## src/rtl/vidor_uart_pkg.sv

```systemverilog
// Shared definitions for the UART transmit path: arbiter state encoding,
// default header tag / abort byte, and the header-byte builder.
package vidor_uart_pkg;

  typedef enum logic [1:0] {
    ST_IDLE    = 2'd0,
    ST_HEADER  = 2'd1,
    ST_PAYLOAD = 2'd2,
    ST_ABORT   = 2'd3
  } arb_state_t;

  localparam logic [3:0] DEF_HDR_TAG    = 4'hA;
  localparam logic [7:0] DEF_ABORT_BYTE = 8'hFF;

  // Source header: tag in the upper nibble, requester index in the lower.
  function automatic logic [7:0] build_header(input logic [3:0] tag,
                                              input logic [3:0] src);
    return {tag, src};
  endfunction

endpackage

```

## src/rtl/uart_rr_pick.sv

```systemverilog
// Rotate-priority picker: first valid requester found scanning from rr_ptr
// upward (mod N_REQ). Purely combinational.
module uart_rr_pick #(
  parameter int unsigned N_REQ = 4,
  parameter int unsigned IW    = 2
) (
  input  logic [N_REQ-1:0] req_valid,
  input  logic [IW-1:0]    rr_ptr,
  output logic [N_REQ-1:0] pick,
  output logic [IW-1:0]    pick_idx,
  output logic             any
);

  int unsigned idx;

  // Scan N_REQ slots starting at rr_ptr; the first valid one wins.
  always_comb begin
    pick     = '0;
    pick_idx = '0;
    any      = 1'b0;
    idx      = 0;
    for (int unsigned k = 0; k < N_REQ; k++) begin
      idx = (32'(rr_ptr) + k) % N_REQ;
      if (!any && req_valid[idx]) begin
        any       = 1'b1;
        pick[idx] = 1'b1;
        pick_idx  = IW'(idx);
      end
    end
  end

endmodule

```

## src/rtl/iceboard_tx_arbiter.sv

```systemverilog
// Round-robin, packet-locked arbiter sharing the UART TX byte path among
// N_REQ byte-stream requesters. Each packet is prefixed with a one-byte
// source header; a watchdog aborts an owner that stalls mid-packet.
module iceboard_tx_arbiter
  import vidor_uart_pkg::*;
#(
  parameter int unsigned N_REQ      = 4,
  parameter int unsigned TIMEOUT    = 1024,
  parameter logic [3:0]  HDR_TAG    = DEF_HDR_TAG,
  parameter logic [7:0]  ABORT_BYTE = DEF_ABORT_BYTE
) (
  input  logic               clk_clk,
  input  logic               reset_reset_n,
  input  logic [8*N_REQ-1:0] req_data,
  input  logic [N_REQ-1:0]   req_valid,
  input  logic [N_REQ-1:0]   req_last,
  output logic [N_REQ-1:0]   req_ready,
  output logic [7:0]         tx_data,
  output logic               tx_valid,
  input  logic               tx_ready,
  output logic [N_REQ-1:0]   grant,
  output logic               busy,
  output logic               abort_pulse
);

  localparam int unsigned IW = (N_REQ > 1) ? $clog2(N_REQ) : 1;
  localparam int unsigned WW = (TIMEOUT > 0) ? $clog2(TIMEOUT + 1) : 1;

  arb_state_t       state;
  logic [IW-1:0]    rr_ptr;
  logic [IW-1:0]    g_idx;
  logic [WW-1:0]    wd_cnt;

  logic [N_REQ-1:0] pick;
  logic [IW-1:0]    pick_idx;
  logic             pick_any;

  logic             own_valid;
  logic             own_last;
  logic [7:0]       own_data;
  logic             owner_xfer;
  logic             wd_expire;
  logic [IW-1:0]    rr_next;
  logic [3:0]       hdr_idx;

  uart_rr_pick #(
    .N_REQ (N_REQ),
    .IW    (IW)
  ) u_pick (
    .req_valid (req_valid),
    .rr_ptr    (rr_ptr),
    .pick      (pick),
    .pick_idx  (pick_idx),
    .any       (pick_any)
  );

  assign own_valid  = req_valid[g_idx];
  assign own_last   = req_last[g_idx];
  assign own_data   = req_data[{g_idx, 3'b000} +: 8];
  assign owner_xfer = (state == ST_PAYLOAD) && own_valid && tx_ready;
  assign rr_next    = (g_idx == IW'(N_REQ - 1)) ? '0 : g_idx + 1'b1;
  assign hdr_idx    = 4'(g_idx);
  assign busy       = (state != ST_IDLE);

  // Abort only when the owner is still idle at the last allowed count.
  assign wd_expire  = (TIMEOUT > 0) && (state == ST_PAYLOAD) && !own_valid &&
                      (wd_cnt == WW'(TIMEOUT - 1));

  // Arbitration FSM: owner selection, packet lock and round-robin pointer.
  always_ff @(posedge clk_clk or negedge reset_reset_n) begin
    if (!reset_reset_n) begin
      state  <= ST_IDLE;
      rr_ptr <= '0;
      g_idx  <= '0;
      grant  <= '0;
    end else begin
      case (state)
        ST_IDLE: begin
          if (pick_any) begin
            grant <= pick;
            g_idx <= pick_idx;
            state <= ST_HEADER;
          end
        end
        ST_HEADER: begin
          if (tx_ready) state <= ST_PAYLOAD;
        end
        ST_PAYLOAD: begin
          if (owner_xfer && own_last) begin
            state  <= ST_IDLE;
            grant  <= '0;
            rr_ptr <= rr_next;
          end else if (wd_expire) begin
            state <= ST_ABORT;
          end
        end
        ST_ABORT: begin
          if (tx_ready) begin
            state  <= ST_IDLE;
            grant  <= '0;
            rr_ptr <= rr_next;
          end
        end
        default: state <= ST_IDLE;
      endcase
    end
  end

  // Watchdog: counts owner-idle cycles in PAYLOAD, saturating; held at zero
  // outside PAYLOAD so every packet starts with a fresh count.
  always_ff @(posedge clk_clk or negedge reset_reset_n) begin
    if (!reset_reset_n) begin
      wd_cnt <= '0;
    end else if (TIMEOUT == 0 || state != ST_PAYLOAD || owner_xfer) begin
      wd_cnt <= '0;
    end else if (!own_valid && wd_cnt != WW'(TIMEOUT)) begin
      wd_cnt <= wd_cnt + 1'b1;
    end
  end

  // Output muxes: header/abort bytes come from registered state, payload is
  // a combinational pass-through of the owner.
  always_comb begin
    tx_data     = '0;
    tx_valid    = 1'b0;
    req_ready   = '0;
    abort_pulse = 1'b0;
    case (state)
      ST_HEADER: begin
        tx_data  = build_header(HDR_TAG, hdr_idx);
        tx_valid = 1'b1;
      end
      ST_PAYLOAD: begin
        tx_data   = own_data;
        tx_valid  = own_valid;
        req_ready = grant & {N_REQ{tx_ready}};
      end
      ST_ABORT: begin
        tx_data     = ABORT_BYTE;
        tx_valid    = 1'b1;
        abort_pulse = tx_ready;
      end
      default: ;
    endcase
  end

endmodule

```

## config.mk

```make
export PLATFORM = sky130hd
export DESIGN_NAME = iceboard_tx_arbiter
export DESIGN_NICKNAME = d
export VERILOG_FILES = /design/src/rtl/vidor_uart_pkg.sv /design/src/rtl/uart_rr_pick.sv /design/src/rtl/iceboard_tx_arbiter.sv
export SDC_FILE = /design/constraint.sdc
export NUM_CORES = 1
export LEC_CHECK = 0
export CORE_ASPECT_RATIO = 2
export CORE_MARGIN = 4
export CORE_UTILIZATION = 46
export DETAILED_ROUTE_END_ITERATION = 8
export DONT_BUFFER_PORTS = 1
export PLACE_DENSITY = 0.61
export REMOVE_ABC_BUFFERS = 1
export SKIP_CTS_REPAIR_TIMING = 1
export SYNTH_ARGS = -nofsm -noshare
export SYNTH_HDL_FRONTEND = slang
export SYNTH_SLANG_ARGS = --single-unit
```

## constraint.sdc

```tcl
create_clock -name clk_clk -period 3.7 [get_ports clk_clk]
set_input_delay 0.74 -clock clk_clk [delete_from_list [all_inputs] [get_ports clk_clk]]
set_output_delay 0.74 -clock clk_clk [all_outputs]
set_load 0.01 [all_outputs]
```

=== Yosys cells after proc, flatten, opt, wreduce, memory -nomap -nowiden ===
Index checks and enable logic that the tools add are counted.

* Bits of input ports: 43
* Word-level logic and storage cells: 116
* Latch bits: 0
* Memories kept: 0
* RAM bits: 0
* Output and inout port bits: 19
* Bits in registers: 21
* ROM bits: 0

* $mul: 0
* Bitwise logic cells: 4
* Muxes and demuxes: 52
* Shift operators: 1
* $add $sub $neg: 5
* Magnitude comparators: 9
* Equal/unequal tests: 12
* Divide/modulo/power cells: 0
* Reduce and logical (&&, ||, !) cells: 28

{| class="wikitable"
|+ Operators with widths
! kind !! count
|-
| 2-to-1 mux 4 bit || 8
|-
| indexed part select 32 x 6 -> 8 bit || 1
|-
| 2-to-1 mux 2 bit || 12
|-
| one-hot mux 8 bit (3 select lines) || 1
|-
| 2-to-1 mux 11 bit || 2
|-
| < comparator 2 x 3 -> 1 bit, second input constant || 5
|-
| 2-to-1 mux 1 bit || 15
|-
| logical AND 1 bit || 13
|-
| binary-select mux 1 bit (select 2 bit) || 6
|-
| OR 4 bit || 3
|-
| one-hot mux 4 bit (3 select lines) || 1
|-
| adder 11 x 1 -> 11 bit, second input constant || 1
|-
| == test 11 x 10 -> 1 bit, second input constant || 1
|-
| != test 11 bit, second input constant || 1
|-
| demux 1 bit (select 2 bit) || 4
|-
| greater-or-equal comparator 2 x 1 -> 1 bit, second input constant || 4
|-
| != test 2 bit, second input constant || 4
|-
| one-hot mux 2 bit (4 select lines) || 1
|-
| AND reduction 4 bit || 2
|-
| == test 2 bit, second input constant || 3
|-
| nonzero test 2 bit || 3
|-
| adder 2 x 1 -> 2 bit, second input constant || 2
|-
| adder 2 bit, second input constant || 2
|-
| AND 4 bit || 1
|-
| 12 further kinds || 15
|}

=== Depth between registers and ports, before layout ===
* Depth in word-level cells: 14
* Gate-level depth with buffers: 11
* Gate-level depth less buffers: 7

=== Cells and area by module ===
From an unflattened synthesis, not the netlist that was laid out.

* Cell total of the unflattened synthesis: 184
* Area, all modules: 1839.3 sq um

{| class="wikitable"
|+ Modules (own cells, without submodules)
! module !! cells an instance !! area each (sq um) !! instances !! sequential area each (sq um)
|-
| iceboard_tx_arbiter || 139 || 1420.1 || 1 || 525.5
|-
| uart_rr_pick || 45 || 419.2 || 1 || 0.0
|}

=== Least setup slack after synthesis ===
Ideal clock, no wire load.

* Path kind: register -> register
* From: register rr_ptr[1]
* To: register grant[3]
* Period minus slack after synthesis: 3.122 ns
* Arrival: 3.001 ns
* Buffers on the path: 4
* Setup slack: 0.578 ns
* Data required time: 3.579 ns
* Stages on the path, launching flop included: 11
* Path through: dfrtp_1 > clkbuf_1 > clkbuf_1 > inv_1 > ha_1 > buf_2 > mux4_2 > or4_4 > and2_4 > buf_6 > a22o_1

* Cells in the longest elaborated chain, start to end: 14
* Elaborated cells on any way between the ends: 52
* Classes of those cells: 3 x add/sub; 8 x order compare; 1 x eq/ne; 26 x mux; 3 x bitwise; 11 x reduce/logical

{| class="wikitable"
|+ Ends and longest elaborated chain
! element !! RTL line !! text
|-
| start, declared || iceboard_tx_arbiter.sv:30 || <nowiki>logic [IW-1:0] rr_ptr;</nowiki>
|-
| start signal, assigned || iceboard_tx_arbiter.sv:92 || <nowiki>rr_ptr <= rr_next;</nowiki>
|-
| start signal, assigned || iceboard_tx_arbiter.sv:101 || <nowiki>rr_ptr <= rr_next;</nowiki>
|-
| parallel branches: the longest is 14 deep, another holds < comparator 2 x 3 -> 1 bit || -- ||
|-
| end signal, assigned || iceboard_tx_arbiter.sv:80 || <nowiki>grant <= pick;</nowiki>
|-
| end, declared || iceboard_tx_arbiter.sv:21 || <nowiki>output logic [N_REQ-1:0] grant,</nowiki>
|}

Parallel ways; which one is timed is not known. The select of a mux whose other input is x is not followed.
A chain may end at the register's enable or synchronous reset.

=== Final worst setup path ===
* From: register rr_ptr[0]
* To: register grant[3]

The elaborated chain is that of the path after synthesis.

==> results by group <==
Status
  • Status: finished, final reports clean

Yosys
  • Mapped cell area: 2051 sq um
  • Top cell type's share of synthesized area: 25.63%
  • Mapped Cells: 216
  • #FFs+latches synth: 21
  • Post-synthesis sequential area ratio: 25.63%
  • Avg Inst Size Synth: 9.494 sq um
  • Synth area leader: dfrtp_1
  • Number of synthesized flops with an enable pin: 0
  • Largest cells by area after synthesis: dfrtp_1, mux4_2, ha_1
  • Top-count cell post-synth: dfrtp_1
  • Netlist cell types: 46
  • Synth top cells by count: dfrtp_1, nand2_1, nor2_1
  • Synth warnings: 0
  • Synth Flop Type: dfrtp_1
  • FFs w/ async S/R, synth: 100.0%

STA
  • Unrepaired setup endpoints after global routing: false
  • Worst Tran Pin Value: 701.2 ps
  • Final period util: 71.51%
  • Fmax: 377.9 MHz
  • Total negative slack: 0 ps
  • Fin. Hold Viols: 0
  • Final slew viol count: 0
  • Min Clock Period, post-route: 2646 ps
  • Final setup skew: 1.188 ps
  • Max_slew headroom: 53.08%
  • # setup viols final: 0

CTS
  • # clock sinks: 21
  • Clock Latency Late Sink: 260 ps
  • Num CTS Buffers: 3
  • CTS tree: yes
  • Clock transition at the registers of the reported paths: 80 ps
  • Clock buffer depth: 2
  • Root buffer cell: clkbuf_8
  • H-tree Lvls: 1

Final layout
  • # diodes: 0
  • FILL cells: 430
  • Layout cells sized above 1: 15.05%
  • Area growth, synth to finish: 2.563%
  • Final cell count without fillers: 260
  • Layout Nets: 261

Worst setup path
  • Crit path DAT: 2800 ps
  • Type of destination of the critical path: flop
  • CP startpoint kind: flop
  • Worst path max stage delay: 580 ps
  • Required time of the critical path: 3850 ps
  • CP startpoint: rr_ptr[0]$_DFFE_PN0P_
  • Top Family by Delay on Critical Path: simple AND/OR/NAND/NOR gates
  • Worst reg2reg startpoint: rr_ptr[0]$_DFFE_PN0P_
  • CP max FO: 9
  • Cell Chain, Critical Path: inv_1 > ha_1 > mux4_2 > or4_4 > and2_4 > a22o_1
  • Bufs and invs on worst path: 1
  • CP max-delay cell: mux4_2
  • Worst setup path class: reg2reg

Die
  • Die area: 5655 sq um
  • Num rows: 34
  • Chip width: 55.21 um
  • Die height: 102.4 um
  • Starting Density: 47.26%
  • Placeable Area: 4339 sq um
  • I/O pins: 62

Power and ir drop
  • Maximum VDD drop: 0.5357 mV
  • Net Sw Power: 0.7871 mW
  • Pint: 0.8640 mW
  • Post-layout total power: 1.651 mW
  • P_leak: 0.8078 nW
  • Pwr/cell area: 785.0 nW/um^2
  • Switching part of the total power: 47.67%
  • Seq pwr share: 23.9%
  • Clock power share: 9.2%
  • Combinational share of power: 66.9%

Drt
  • Final ANT Viol Nets: 0
  • DRT Pass-1 Iters: 4
  • Initial DRC Count: 37
  • Post-DR vias/cell: 6.450
  • Via count: 1677
  • DRT Wirelength: 5.066 mm
  • Routed len/inst: 19.48 um
  • Residual DRC: 0

Global routing
  • Largest net degree at the start of global routing: 28
  • Vias in the first global route: 1715
  • Initial antenna violation count: 0
  • GRT Residual Overflow: 0
  • Global-route usage over all layers: 17.80%
  • First-pass GRT wire length: 8.217 mm

Placement
  • Port Buf Inserts: 0
  • Final GP Congestion: 0.8427
  • Dpl hpwl: 4.050 mm
  • Cells after DPL: 256

Flow run
  • Maximum capacitance violations: 0

Worst hold path
  • Worst hold path class: in2async
[through the flow]
step	utilization (%)	setup slack [ps]	hold slack (ps)	area [sq um]
6_report	48.47	1054	162.5	2103
5_1_grt	48.47	946.6	150.2	2103
4_1_cts	48.47	1049	159.2	2103
3_5_place_dp	47.40	1068	445.1	2057
3_3_place_gp	47.40	1156	444.9	2057
2_1_floorplan	-	511.2	444.4	1967
[cell families after synthesis]
family / after synthesis / share of synthesized area, %
AOI/OAI and AO/OA: 55 / 20.01
xor gates and xnor gates: 8 / 3.417
adders and majority gates: 11 / 6.711
buffers and inverters: 25 / 5.552
DFF: 21 / 25.63
muxes: 23 / 19.89
and+or+nand+nor: 73 / 18.79
[cell usage in the layout, fill, tap and decap left out, types with 5 or more instances in the layout]
cell      netlist  layout
mux4_2         14      14
xnor2_1         6       6
a221oi_1        5       5
mux2i_1         7       7
a21oi_1         8       8
nor2_1         16      16
inv_1           7       7
ha_1           11      11
o21a_1          5       5
nand2_1        19      19
o21ai_0         7       7
dfrtp_1        21      21
and2_1          6       6
nor2b_1         5       5
[power groups by stage]
stage / combinational, mW / clock [mW] / sequential (mW)
2_1_floorplan: 0.828 / 0 / 0.439
3_3_place_gp: 1.07 / 0 / 0.393
3_5_place_dp: 1.10 / 0 / 0.401
4_1_cts: 1.11 / 0.153 / 0.396
5_1_grt: 1.21 / 0.163 / 0.409
6_report: 1.10 / 0.152 / 0.394
[worst register-to-register path, stage by stage, from the launching register on]
cell and delay [ps]:
dfrtp_1 350, inv_1 140, ha_1 520, mux4_2 580
or4_4 500, and2_4 220, a22o_1 230
[layout make-up]
| type | instances | area (sq um) | share of cell area, % |
|---|---|---|---|
| sequential | 21 | 525.5 | 24.99 |
| tap | 54 | 67.56 | 3.212 |
| clock buffer | 3 | 41.29 | 1.963 |
| clock inverter | 1 | 5.005 | 0.2380 |
| inverter | 8 | 30.03 | 1.428 |
| multi-input combinational | 170 | 1411 | 67.10 |
| timing repair buffer | 3 | 22.52 | 1.071 |
[final timing paths]
kind	cells after the start	end	slack, ps
setup / recovery	6	grant[3]$_DFFE_PN0P_	1050
hold / removal	0	wd_cnt[7]$_DFFE_PN0P_	160
setup reg to reg	6	grant[3]$_DFFE_PN0P_	1050
hold reg to reg	2	wd_cnt[1]$_DFFE_PN0P_	580
max in group asynchronous	0	g_idx[0]$_DFFE_PN0P_	3470
min in group clk_clk	2	wd_cnt[1]$_DFFE_PN0P_	580
[flip-flops by register name, indices dropped and copies added, names as in the netlist]
name / flops
wd_cnt: 11
rr_ptr: 2
g_idx: 2
state: 2
grant: 4
[routing by layer]
layer	share of wire, %	track usage (%)
met1	37	18.66
met2	57	34.58
met3	3.1	2.528
met4	2.4	7.678
met5	0	0
Power figures use the tool's default switching activity.
